**config.mk**
```make
export PLATFORM = sky130hd
export DESIGN_NAME = gpu_spr_sched
export DESIGN_NICKNAME = d
export VERILOG_FILES = /design/src/rtl/gpu_pkg.sv /design/src/rtl/gpu_spr_hit.sv /design/src/rtl/gpu_spr_sched.sv
export SDC_FILE = /design/constraint.sdc
export NUM_CORES = 1
export LEC_CHECK = 0
export ABC_CLOCK_PERIOD_IN_PS = 3600
export CORE_MARGIN = 4
export CORE_UTILIZATION = 52
export CTS_CLUSTER_SIZE = 10
export DETAILED_ROUTE_END_ITERATION = 6
export PLACE_DENSITY = 0.89
export SETUP_SLACK_MARGIN = 0.4
export SYNTH_ARGS = -nofsm -noshare
export SYNTH_HDL_FRONTEND = slang
export SYNTH_SLANG_ARGS = --single-unit
export TNS_END_PERCENT = 20
```
**constraint.sdc**
```tcl
create_clock -name clk -period 3.6 [get_ports clk]
set_clock_uncertainty 0.15 [all_clocks]
set_input_delay 0.72 -clock clk [delete_from_list [all_inputs] [get_ports clk]]
set_output_delay 0.72 -clock clk [all_outputs]
set_load 0.05 [all_outputs]
```
**src/rtl/gpu_pkg.sv**
```systemverilog
// gpu_pkg: shared sprite-scheduler state encoding and default sizing
package gpu_pkg;
  localparam int NUM_SPR_D = 128;
  localparam int MAX_PER_LINE_D = 32;
  localparam int CLR_WORDS_D = 64;
  localparam int ATTR_LAT_D = 2;
  typedef enum logic [2:0] {IDLE, CLEAR, FETCH, WAIT, TEST, REQ, XFER} spr_state_t;
endpackage

```
**src/rtl/gpu_spr_hit.sv**
```systemverilog
// gpu_spr_hit: sprite vertical hit test, 9-bit modulo distance under 16
module gpu_spr_hit (
  input  logic [8:0] line_y,
  input  logic [8:0] attr_x,
  output logic       hit
);
  logic [8:0] d;
  assign d = (line_y ^ 9'h0FF) - attr_x;
  assign hit = d < 9'd16;
endmodule

```
**src/rtl/gpu_spr_sched.sv**
```systemverilog
// gpu_spr_sched: per-line sprite scan that clears the line FIFO and issues sprite DMA fetches
module gpu_spr_sched
  import gpu_pkg::*;
#(
  parameter int NUM_SPR = NUM_SPR_D,
  parameter int MAX_PER_LINE = MAX_PER_LINE_D,
  parameter int CLR_WORDS = CLR_WORDS_D,
  parameter int ATTR_LAT = ATTR_LAT_D
) (
  input  logic       clk,
  input  logic       rst,
  input  logic       line_start,
  input  logic       dma_ena,
  input  logic [8:0] line_y,
  output logic [6:0] attr_addr,
  input  logic [8:0] attr_x,
  output logic       fifo_clr,
  output logic       dma_req,
  input  logic       dma_ack,
  input  logic       dma_done,
  output logic [5:0] line_cnt,
  output logic       ovf,
  output logic       busy
);
  localparam int CW = $clog2(CLR_WORDS > ATTR_LAT ? CLR_WORDS : ATTR_LAT) + 1;
  localparam logic [CW-1:0] CLR_LAST = CW'(CLR_WORDS - 1);
  localparam logic [CW-1:0] LAT_LAST = CW'(ATTR_LAT - 1);
  localparam logic [CW-1:0] ONE = CW'(1);
  localparam logic [5:0] MAX_C = 6'(MAX_PER_LINE);
  localparam logic [6:0] TOP_SLOT = 7'(NUM_SPR - 1);
  spr_state_t state, state_n;
  logic [6:0] slot, slot_n;
  logic [CW-1:0] cnt, cnt_n;
  logic [5:0] lcnt_n;
  logic ovf_n, pend, pend_n, stop, stop_n, hit, go_clr, advance;
  gpu_spr_hit u_hit (.line_y(line_y), .attr_x(attr_x), .hit(hit));
  assign attr_addr = slot;
  assign fifo_clr = state == CLEAR;
  assign dma_req = state == REQ;
  assign busy = state != IDLE;
  always_ff @(posedge clk) begin
    if (rst) begin
      state <= IDLE;
      slot <= '0;
      cnt <= '0;
      line_cnt <= '0;
      ovf <= 1'b0;
      pend <= 1'b0;
      stop <= 1'b0;
    end else begin
      state <= state_n;
      slot <= slot_n;
      cnt <= cnt_n;
      line_cnt <= lcnt_n;
      ovf <= ovf_n;
      pend <= pend_n;
      stop <= stop_n;
    end
  end
  // pend/stop remember a restart or disable seen mid-handshake until dma_done
  always_comb begin
    state_n = state;
    slot_n = slot;
    cnt_n = cnt;
    lcnt_n = line_cnt;
    ovf_n = ovf;
    pend_n = pend;
    stop_n = stop;
    go_clr = 1'b0;
    advance = 1'b0;
    case (state)
      IDLE: if (line_start && dma_ena) begin
        go_clr = 1'b1;
        ovf_n = 1'b0;
      end
      REQ, XFER: begin
        pend_n = pend | line_start;
        stop_n = stop | ~dma_ena;
        ovf_n = ovf | line_start;
        if (state == REQ && dma_ack) begin
          state_n = XFER;
          lcnt_n = line_cnt + 6'd1;
        end
        if (state == XFER && dma_done) begin
          if (stop_n) state_n = IDLE;
          else if (pend_n) go_clr = 1'b1;
          else advance = 1'b1;
        end
      end
      default:
        if (!dma_ena) state_n = IDLE;
        else if (line_start) begin
          ovf_n = 1'b1;
          go_clr = 1'b1;
        end else case (state)
          CLEAR: begin
            state_n = cnt == CLR_LAST ? FETCH : CLEAR;
            cnt_n = cnt + ONE;
          end
          FETCH: begin
            state_n = WAIT;
            cnt_n = '0;
          end
          WAIT: begin
            state_n = cnt == LAT_LAST ? TEST : WAIT;
            cnt_n = cnt + ONE;
          end
          TEST:
            if (!hit) advance = 1'b1;
            else if (line_cnt == MAX_C) begin
              ovf_n = 1'b1;
              state_n = IDLE;
            end else state_n = REQ;
          default: ;
        endcase
    endcase
    if (advance) begin
      state_n = slot == '0 ? IDLE : FETCH;
      slot_n = slot == '0 ? slot : slot - 7'd1;
    end
    if (go_clr) begin
      state_n = CLEAR;
      cnt_n = '0;
      slot_n = TOP_SLOT;
      lcnt_n = '0;
      pend_n = 1'b0;
      stop_n = 1'b0;
    end
  end
endmodule

```
==> results.json <==
{
  "status": "finished, final reports clean",
  "worstMarginPinSlew_ns": 0.673,
  "clock_latency_ns": 0.28,
  "async_flop_share": 0,
  "drt-vias-per-instance": 6.07,
  "rows": 22,
  "yosysWarnings": 0,
  "drive_gt1_frac": 0.207,
  "cts_hold_buffers": 0,
  "die_y_um": 70.3,
  "antenna_found_initial": 0,
  "clkPwrFrac": 0.293,
  "min_path_type": "flip-flop to flip-flop",
  "syn_inst": 260,
  "synth_top_area_frac": 0.258,
  "grt-ovfl-total": 0,
  "synth_fp_nets": 296,
  "hpwl_mm": 3.75,
  "ys.flop_type": "dfxtp_1",
  "p_leak_uw": 0.00118,
  "drv_cap": 0,
  "avgSynthCellArea_um2": 7.76,
  "yosys_register_bits": 26,
  "hold_viol": 0,
  "route.detailed.wl_per_inst_um": 15.5,
  "holdWs_ns": 0.306,
  "max-clock-path-buffers": 2,
  "die_w_um": 70.3,
  "first_pass_iters": 4,
  "combPwrFrac": 0.340,
  "synthDistinctLibCells": 63,
  "crit_path_end_kind": "flip-flop",
  "fin_tns_setup_ns": 0,
  "placed_area_um2": 2480,
  "synthMostInstantiatedCell": "nor2_1",
  "ant_nets": 0,
  "synth-edff-count": 0,
  "pin_count": 41,
  "htree_levels": 1,
  "synth_area_leaders": "dfxtp_1, ha_1, nor2_1, inv_1, xnor2_1",
  "power_density_nw_per_um2": 300,
  "area_growth_pct": 38.1,
  "cts.sinks": 26,
  "ys_seq_area_frac": 0.258,
  "core_um2": 3720,
  "stdcell_area_um2": 2790,
  "switching_share": 0.317,
  "worst_slack_ns": 0.587,
  "power_frac_seq": 0.368,
  "critPathRequiredTime_ns": 3.66,
  "cp.arrival_ns": 3.07,
  "min_period_over_period": 0.837,
  "routed_wl_mm": 5.46,
  "nets": 342,
  "max_freq_mhz": 332,
  "clk_pin_slew_ns": 0.10,
  "crit_path_max_fanout": 6,
  "irDropWorstVdd_mv": 0.285,
  "cts_buffers": 3,
  "grt_pass1_vias": 2005,
  "relSlewSlack": 0.551,
  "post-route-min-period_ns": 3.01,
  "synth.largest_area_cell": "dfxtp_1",
  "io_buffers": 40,
  "p_int_uw": 570,
  "drv_slew": 0,
  "grt_pass1_wl_mm": 8.63,
  "p_sw_uw": 265,
  "setup_viol": 0,
  "syn-cell-area_um2": 2020,
  "rsz0062_at_grt": "false",
  "dieArea_um2": 4940,
  "regToRegSetupSlack_ns": 0.72,
  "vias": 2143,
  "track_usage": 0.206,
  "worstSetupStartpointType": "input pin",
  "drc_errors": 0,
  "synth_commonest_cells": "nor2_1, dfxtp_1, inv_1",
  "diodes": 0,
  "gp_congestion": 0.900,
  "grt_max_degree": 22,
  "cts-root-buf": "clkbuf_8",
  "start_util": 0.543,
  "pre_cts_slack_ns": -0.0541,
  "drt_iter0_drc": 187,
  "crit_type": "input pin to flip-flop",
  "cts_tree": "yes"
}
layer usage:
metal,part of all wire,global-route usage,vias up
li1,-,-,1027
met1,0.41,0.255,1006
met2,0.50,0.362,91
met3,0.068,0.0403,19
met4,0.027,0.0532,0
met5,0,0,-
registers in the layout, indices dropped and copies added, names as in the netlist:
| name | cells |
|---|---|
| pend | 1 |
| attr_addr | 7 |
| state | 3 |
| cnt | 7 |
| ovf | 1 |
| line_cnt | 6 |
| stop | 1 |
critical path, stage by stage:
cell and delay [ns]:
clkdlybuf4s50_1 0.49, nand2_1 0.07, nor3_2 0.34, or2b_2 0.38, a21oi_2 0.24, o31ai_4 0.15
or4_1 0.51, a31oi_1 0.16
cell type report:
type                            instances  area (um^2)
Multi-Input combinational cell        201         1540
Tap cell                               48         60.1
Inverter                               25         93.8
Fill cell                             254          930
Timing Repair Buffer                   49          503
Sequential cell                        26          520
Clock buffer                            3         41.3
Clock inverter                          1         30.0
through the flow:
| stage | cells | total power [uW] | util |
|---|---|---|---|
| after floorplan | 260 | 473 | - |
| after global placement | 345 | 543 | 0.666 |
| after detailed placement | 345 | 549 | 0.666 |
| after CTS | 351 | 802 | 0.700 |
| after global routing | 353 | 871 | 0.750 |
| final | 353 | 835 | 0.750 |
cell families (layout without fill, tap and decap cells):
logic type / count (synthesis) / in the layout / share of synthesized area
multiplexers: 1 / 1 / 0.00558
XOR/XNOR: 14 / 14 / 0.0608
AO/OA/AOI/OAI: 66 / 66 / 0.262
buffers and inverters: 33 / 78 / 0.0663
flip-flops: 26 / 26 / 0.258
adder cells (fa/ha/maj): 12 / 12 / 0.0744
AND/OR/NAND/NOR: 108 / 108 / 0.273
power groups by stage:
stage	Sequential [uW]	Combinational (uW)	Clock, uW
after floorplan	329	144	0
after global placement	313	229	0
after detailed placement	313	236	0
after CTS	307	247	248
after global routing	309	304	258
final	307	284	244
path summary, 6_finish.rpt:
check / start / endpoint / cells after the start
worst max-delay path: dma_done / attr_addr[4] / 8
worst min-delay path: ovf / ovf / 2
worst max register to register: state[2] / attr_addr[4] / 7
worst min register to register: ovf / ovf / 2
what timing repair did:
action | CTS | global route
pin swaps | 11 | 17
endpoints found under the hold margin | 0 | 0
buffers inserted | 2 | 2
gates resized for setup | 8 | 45
endpoints found under the setup margin | 9 | 10
cells in the final DEF (no fill, tap or decap), types with 3 or more instances in the layout:
| master | n |
|---|---|
| nor2_1 | 34 |
| dfxtp_1 | 26 |
| clkdlybuf4s50_1 | 26 |
| nand2_1 | 17 |
| inv_1 | 14 |
| dlymetal6s2s_1 | 14 |
| inv_2 | 11 |
| nand3_1 | 10 |
| a21oi_1 | 9 |
| buf_4 | 9 |
| xnor2_1 | 7 |
| nand4_1 | 7 |
| and3_1 | 6 |
| o21ai_0 | 6 |
| xor2_1 | 6 |
| ha_4 | 6 |
| nor3_1 | 5 |
| a211oi_1 | 5 |
| ha_1 | 5 |
| or3_1 | 4 |
| nor2b_1 | 3 |
| nand2b_1 | 3 |
| a21o_1 | 3 |
| a31oi_1 | 3 |
| o21a_1 | 3 |
| a211o_1 | 3 |
| o21ai_1 | 3 |
| clkbuf_8 | 3 |
No activity file was read; power rests on OpenSTA's default activity.
